`src/rtl/ctrl_seq.sv`:
```
// Multi-cycle control sequencer: fetch, operand/accumulator reads through the
// register file select port, writeback via its write port, plus PC and Z/C flags.
module ctrl_seq #(
  parameter  int WIDTH = 3,
  parameter  int SIZE  = 11,
  parameter  int OPD_W = 4,
  parameter  int PC_W  = 8,
  localparam int SELW  = $clog2(SIZE),
  localparam int IW    = 4 + OPD_W
) (
  input  logic             clk_i,
  input  logic             rst_i,
  input  logic             run_i,
  input  logic [IW-1:0]    instr_i,
  output logic [PC_W-1:0]  pc_o,
  output logic [SELW-1:0]  rf_sel_o,
  output logic             rf_en_o,
  output logic [WIDTH-1:0] rf_in_o,
  input  logic [WIDTH-1:0] rf_out_i,
  output logic             z_o,
  output logic             c_o,
  output logic             halted_o
);

  typedef enum logic [2:0] {
    S_FETCH, S_RD_OPR, S_RD_ACC, S_WB, S_JUMP, S_HALT
  } state_e;

  localparam logic [3:0] OP_LD  = 4'h1, OP_ST  = 4'h2, OP_ADD = 4'h3, OP_SUB = 4'h4,
                         OP_AND = 4'h5, OP_OR  = 4'h6, OP_XOR = 4'h7, OP_NOT = 4'h8,
                         OP_JMP = 4'h9, OP_JZ  = 4'hA, OP_JC  = 4'hB, OP_HLT = 4'hF;
  localparam logic [SELW-1:0] ACC_IDX = SELW'(2);

  state_e            state_q, state_d;
  logic [PC_W-1:0]   pc_q, pc_d;
  logic [IW-1:0]     ir_q, ir_d;
  logic [WIDTH-1:0]  a_q, a_d, b_q, b_d;
  logic              z_q, z_d, c_q, c_d;

  logic [3:0]        op, f_op;
  logic [OPD_W-1:0]  opd;
  logic [SELW-1:0]   opd_sel;
  logic [WIDTH:0]    sum, diff;
  logic [WIDTH-1:0]  result;
  logic              taken;

  assign op      = ir_q[IW-1:OPD_W];
  assign opd     = ir_q[OPD_W-1:0];
  assign opd_sel = opd[SELW-1:0];
  assign f_op    = instr_i[IW-1:OPD_W];

  // Extra top bit of diff is the unsigned borrow (A < B).
  assign sum  = {1'b0, a_q} + {1'b0, b_q};
  assign diff = {1'b0, a_q} - {1'b0, b_q};

  always_comb begin
    result = '0;
    case (op)
      OP_LD:   result = b_q;
      OP_ST:   result = a_q;
      OP_ADD:  result = sum[WIDTH-1:0];
      OP_SUB:  result = diff[WIDTH-1:0];
      OP_AND:  result = a_q & b_q;
      OP_OR:   result = a_q | b_q;
      OP_XOR:  result = a_q ^ b_q;
      OP_NOT:  result = ~a_q;
      default: result = '0;
    endcase
  end

  assign taken = (op == OP_JMP) || ((op == OP_JZ) && z_q) || ((op == OP_JC) && c_q);

  always_ff @(posedge clk_i) begin
    if (rst_i) begin
      state_q <= S_FETCH;
      pc_q    <= '0;
      ir_q    <= '0;
      a_q     <= '0;
      b_q     <= '0;
      z_q     <= 1'b0;
      c_q     <= 1'b0;
    end else begin
      state_q <= state_d;
      pc_q    <= pc_d;
      ir_q    <= ir_d;
      a_q     <= a_d;
      b_q     <= b_d;
      z_q     <= z_d;
      c_q     <= c_d;
    end
  end

  always_comb begin
    state_d = state_q;
    pc_d    = pc_q;
    ir_d    = ir_q;
    a_d     = a_q;
    b_d     = b_q;
    z_d     = z_q;
    c_d     = c_q;
    case (state_q)
      S_FETCH: begin
        if (run_i) begin
          ir_d = instr_i;
          case (f_op)
            OP_LD, OP_ADD, OP_SUB, OP_AND, OP_OR, OP_XOR: state_d = S_RD_OPR;
            OP_ST, OP_NOT:                                state_d = S_RD_ACC;
            OP_HLT:                                       state_d = S_HALT;
            default:                                      state_d = S_JUMP;
          endcase
        end
      end
      S_RD_OPR: begin
        b_d     = rf_out_i;
        state_d = (op == OP_LD) ? S_WB : S_RD_ACC;
      end
      S_RD_ACC: begin
        a_d     = rf_out_i;
        state_d = S_WB;
      end
      S_WB: begin
        pc_d = pc_q + PC_W'(1);
        if (op != OP_ST) z_d = (result == '0);
        if (op == OP_ADD) c_d = sum[WIDTH];
        else if (op == OP_SUB) c_d = diff[WIDTH];
        state_d = S_FETCH;
      end
      S_JUMP: begin
        pc_d    = taken ? PC_W'(opd) : pc_q + PC_W'(1);
        state_d = S_FETCH;
      end
      S_HALT:  state_d = S_HALT;
      default: state_d = S_FETCH;
    endcase
  end

  // Write enable is masked by reset so an interrupted WB never commits.
  always_comb begin
    rf_sel_o = '0;
    rf_en_o  = 1'b0;
    rf_in_o  = '0;
    case (state_q)
      S_RD_OPR: rf_sel_o = opd_sel;
      S_RD_ACC: rf_sel_o = ACC_IDX;
      S_WB: begin
        rf_sel_o = (op == OP_ST) ? opd_sel : ACC_IDX;
        rf_en_o  = ~rst_i;
        rf_in_o  = result;
      end
      default: ;
    endcase
  end

  assign pc_o     = pc_q;
  assign z_o      = z_q;
  assign c_o      = c_q;
  assign halted_o = (state_q == S_HALT);

endmodule

```
`config.mk`:
```
export PLATFORM = sky130hd
export DESIGN_NAME = ctrl_seq
export DESIGN_NICKNAME = d
export VERILOG_FILES = /design/src/rtl/ctrl_seq.sv
export SDC_FILE = /design/constraint.sdc
export NUM_CORES = 1
export LEC_CHECK = 0
export ABC_AREA = 1
export CAP_MARGIN = 20
export CORE_AREA = 2 2 74 55
export CTS_BUF_LIST = sky130_fd_sc_hd__clkbuf_16
export CTS_CLUSTER_DIAMETER = 200
export DETAILED_ROUTE_END_ITERATION = 8
export DIE_AREA = 0 0 76 57
export PLACE_DENSITY_LB_ADDON = 0.05
export SLEW_MARGIN = 10
export SYNTH_ARGS = -nofsm -noshare
export SYNTH_HDL_FRONTEND = slang
export SYNTH_SLANG_ARGS = --single-unit
```
`constraint.sdc`:
```
create_clock -name clk_i -period 2.23 [get_ports clk_i]
set_input_delay 0.3345 -clock clk_i [delete_from_list [all_inputs] [get_ports clk_i]]
set_output_delay 0.3345 -clock clk_i [all_outputs]
set_load 0.05 [all_outputs]
```
; Yosys cells after proc, flatten, opt, wreduce, memory -nomap -nowiden
; Memory sizes are Yosys's and may differ from the RTL's.
; Cells that the tools add are included.
[word_totals]
register_bits = 27
mem_bits_ro = 48
inputBits = 14
output_inout_bits = 19
wordCells = 57
mem_count = 1
[mem_list]
columns = memory, depth, width, rd, rd_clocked_by_memory_dff, wr, line_no
row1 = (no name shown), 16, 3, 1, 0, 0, 105  ; case (f_op)
[op_classes]
n_addsub = 3
n_eq_ne = 18
n_mux = 12
bitwise = 5
reduce_logical = 11
[op_table]
columns = cell, n
row1 = 3-bit case mux with 8 select lines, 1
row2 = "4-bit by 3-bit equality test with 1-bit output, second input constant", 4
row3 = "4-bit equality test, second input constant", 4
row4 = 8-bit case mux with 2 select lines, 1
row5 = 3-bit case mux with 4 select lines, 1
row6 = 4-bit case mux with 3 select lines, 1
row7 = "8-bit by 1-bit adder with 8-bit output, second input constant", 1
row8 = "4-bit by 2-bit equality test with 1-bit output, second input constant", 2
row9 = 8-bit 2-to-1 mux, 1
row10 = "3-bit by 2-bit equality test with 1-bit output, second input constant", 2
row11 = "3-bit equality test, second input constant", 2
row12 = 3-bit logical NOT, 2
row13 = 3-bit 2-to-1 mux, 2
row14 = 2-bit AND reduction, 3
row15 = 3-bit by 3-bit adder with 4-bit output, 1
row16 = "4-bit by 1-bit equality test with 1-bit output, second input constant", 1
row17 = 1-bit 2-to-1 mux, 4
row18 = 4-bit 2-to-1 mux, 1
row19 = "4-bit by 2-bit inequality test with 1-bit output, second input constant", 1
row20 = 2-bit nonzero test, 2
row21 = 3-bit by 3-bit subtractor with 4-bit output, 1
row22 = 3-bit bitwise AND, 1
row23 = "3-bit by 1-bit equality test with 1-bit output, second input constant", 1
row24 = 3-bit inverter, 1
row25 = other kinds (6), 8

; Depth between registers and ports, before layout
[logic_depth]
ltp_word = 6
mapped_depth = 12

; Worst setup path after synthesis
; OpenSTA, ideal clock, no wires.
[synth_timing]
path_type = register to output
from = register a_q[0]
to = output port rf_in_o[1]
arrival_time_ns = 2.046
required_ns = 1.896
slack_ns = -0.150
stages_incl_launch_ff = 9
n_path_buf = 0
cell_sequence = dfxtp_1 inv_1 ha_1 inv_1 fa_1 nand3_1 nand2_1 nor2_1 a21oi_1
[synth_between]
elab_chain_cells = 3
[synth_rtl]
columns = element, line_no
row1 = "start, declared", 37  ; logic [WIDTH-1:0] a_q, a_d, b_q, b_d;
row2 = "start signal, assigned", 78  ; a_q <= '0;
row3 = "start signal, assigned", 86  ; a_q <= a_d;
row4 = 3-bit by 3-bit subtractor with 4-bit output or 3-bit by 3-bit adder with 4-bit output (tied branches), "54, 53"
row5 = 3-bit case mux with 8 select lines (*), 58  ; case (op)
row6 = 3-bit 2-to-1 mux (*), 142  ; case (state_q)
row7 = "end, declared", 18  ; output logic [WIDTH-1:0] rf_in_o,
; Mark *: on every way between the ends. The rest lies on a longest branch, timed or not.

; Worst setup path after layout
; Ends and elaborated chain as after synthesis.

==> results.txt <==
status - finished with violations
violated checks - setup timing
Power Internal - 0.0009764 W
max-capacitance violation count - 0
mapped cell area - 0.001788 mm^2
PwrDens - 626.6 mW/mm^2
most frequent cells in the layout - nand2_1 (45), nor2_1 (37), inv_1 (30), o21ai_0 (29), a21oi_1 (24)
sequential-to-total area share from yosys stat - 30.23%
share of post-route cells with drive strength above 1 - 16.61%
DRC - 0
synthesis-to-finish area growth - 36.32%
vias in the first global route - 1548
Clk pwr share - 26.7%
leakage power - 1.058 nW
Synth cell types - 30
overall routing resource usage - 21.67%
Tcrit/Tclk final - 100.2%
chip height - 57 um
main combinational cell family by area after synthesis - simple AND/OR/NAND/NOR gates
cts hold-fix bufs - 0
Antenna Nets Post-Route - 0
clk root buf - clkbuf_16
design area - 0.002437 mm^2
Port-buffer cells - 32
CTS sink cnt - 27
final WL - 4.698 mm
Synth Net Count - 295
CP Capture Type - output port
Hold WS - 0.4792 ns
fin worst setup slack - -0.004578 ns
combinational fraction of design power - 35.1%
RSZ-0062 raised after global routing - yes
flops & latches, synth - 27
sequential share of power - 38.3%
Synth Area per Inst - 6.647 um^2
clk buf depth - 2
Critical Path AT - 1.90 ns
initial antenna violation count - 0
grt ovf - 0
total CTS buffers - 3
Starting DRT DRC Count - 151
Slew @ Worst Pin - 0.5330 ns
Horiz. Die Dim - 76 um
die area - 0.004332 mm^2
ANT cells - 0
Gate Count Post-Synth - 269
FP Rows - 19
total I/O pin count - 33
Syn. warnings - 0
largest net degree at the start of global routing - 17
worst skew pair latency - 0.26 ns
placed instance area - 0.002276 mm^2
WS Path Type - reg2out
Final min period - 2.235 ns
mux share of post-synthesis cell area - 0%
DP HPWL - 3.666 mm
Rel. slew slack - 64.37%
first-pass GRT wire length - 7.458 mm
Routed WL per cell - 13.09 um
Setup Viol. Count Final - 1
FMAX - 447.5 MHz
CP max FO - 3
Hold Path Class - reg2reg
htree depth - 1
most common cell after layout, fill and taps aside - nand2_1
worst vdd ir - 368.3 uV
Reg clk slew, reported paths - 0.07 ns
Via-to-Cell Ratio - 5.145
Critical Path Source Type - flop
post-synthesis adder-cell area fraction - 9.237%
compound-cell area share of the yosys netlist - 18.05%
Pins Over Slew Limit - 0
Synth Area in XOR/XNOR - 0.9797%
CTS tree - done
initial core utilization - 48.52%
Final Hold Fails - 0
clk_skew - 0.004195 ns
simple-gate area share of the yosys netlist - 32.82%
DRT Pass-1 Iters - 4
switching share of total power - 36.07%
GP Congestion - 0.9209
core box area - 0.003685 mm^2
DR vias - 1847
WP data required - 1.90 ns
Sw Pwr - 0.0005509 W
NumNets Final - 334
==> power by group through the flow <==
| stage | Sequential, W | Clock [W] | Combinational (W) |
|---|---|---|---|
| final | 0.000584 | 0.000407 | 0.000535 |
| after global placement | 0.000588 | 0 | 0.000490 |
| after detailed placement | 0.000591 | 0 | 0.000491 |
| after CTS | 0.000583 | 0.000420 | 0.000503 |
| after floorplan | 0.000612 | 0 | 0.000307 |
| after global routing | 0.000591 | 0.000437 | 0.000591 |
==> cell type report <==
| type | count | area [um^2] |
|---|---|---|
| repair buffers | 38 | 455.4 |
| multi-input cells | 203 | 1157 |
| clock inverters | 1 | 5.005 |
| well taps | 52 | 65.06 |
| flip-flops and latches | 27 | 548.0 |
| fillers | 338 | 1247 |
| inverters | 35 | 131.4 |
| clock buffers | 3 | 75.07 |
==> state kept, by name, summed over array words and instances (netlist names) <==
signal	count
ir_q	8
pc_o	8
a_q	3
b_q	3
state_q	3
c_o	1
z_o	1
==> metrics by stage <==
step	setup WS (ns)	setup TNS (ns)	total power, W	std cells	util, %
after global placement	0.1956	0	0.001079	353	61.77
final	-0.004578	-0.004578	0.001527	359	66.15
after global routing	-0.08049	-0.1582	0.001619	359	66.15
after detailed placement	0.1579	0	0.001082	353	61.77
after floorplan	0.05201	0	0.0009188	269	-
after CTS	-0.005211	-0.005211	0.001506	358	64.99
==> layer usage <==
layer  wire (um)  GRT usage, %
met5           0             0
met4          18         3.896
met3         407         4.114
met2        1851         30.10
met1        2420         34.82
==> cell usage after synthesis <==
library cell,instances,area [um^2]
nand2_1,46,172.7
nor2_1,40,150.1
inv_1,33,123.9
o21ai_0,29,145.1
dfxtp_1,27,540.5
a21oi_1,26,130.1
nand3_1,21,105.1
ha_1,10,125.1
nor3_1,5,25.02
nor2_2,3,18.77
and3_1,2,12.51
clkbuf_1,2,7.510
fa_1,2,40.04
inv_2,2,7.510
nand2_2,2,12.51
nand3b_1,2,15.01
nor2_4,2,22.52
nor3b_1,2,15.01
o211ai_1,2,15.01
a211oi_1,1,7.510
a21boi_2,1,11.26
a31oi_1,1,6.260
buf_2,1,5.000
buf_6,1,11.26
nand3_2,1,10.01
nand3_4,1,17.52
nor3_2,1,10.01
o21bai_1,1,7.510
xnor2_1,1,8.760
xor2_1,1,8.760
==> final timing paths <==
kind,start,to,slack [ns],cells past startpoint
min,ir_q[1],ir_q[1],0.48,2
max reg2reg,b_q[0],z_o,0.47,9
max,a_q[0],rf_in_o[1],-0.005,9
min reg2reg,ir_q[1],ir_q[1],0.48,2
==> cell families (layout without fill, tap and decap cells) <==
logic type	count (synthesis)	after routing
xor gates and xnor gates	2	2
and+or+nand+nor	128	128
adders and majority gates	12	12
AOI/OAI and AO/OA	61	61
DFF	27	27
buffers and inverters	39	77
==> worst max-delay path: stages (launching register included) <==
cell and delay [ns]:
dfxtp_2 0.33, inv_2 0.07, ha_4 0.13, inv_2 0.04
fa_2 0.53, nand3_2 0.08, nand2_2 0.08, nor2_2 0.04
a21oi_2 0.18, buf_12 0.15
==> repair_timing <==
action / CTS / global route
resized for setup: 13 / 8
pin swaps: 7 / 5
endpoints found under the hold margin: 0 / 0
setup buffers: 1 / 1
setup endpoints to repair: 2 / 3
Power figures use the tool's default switching activity.
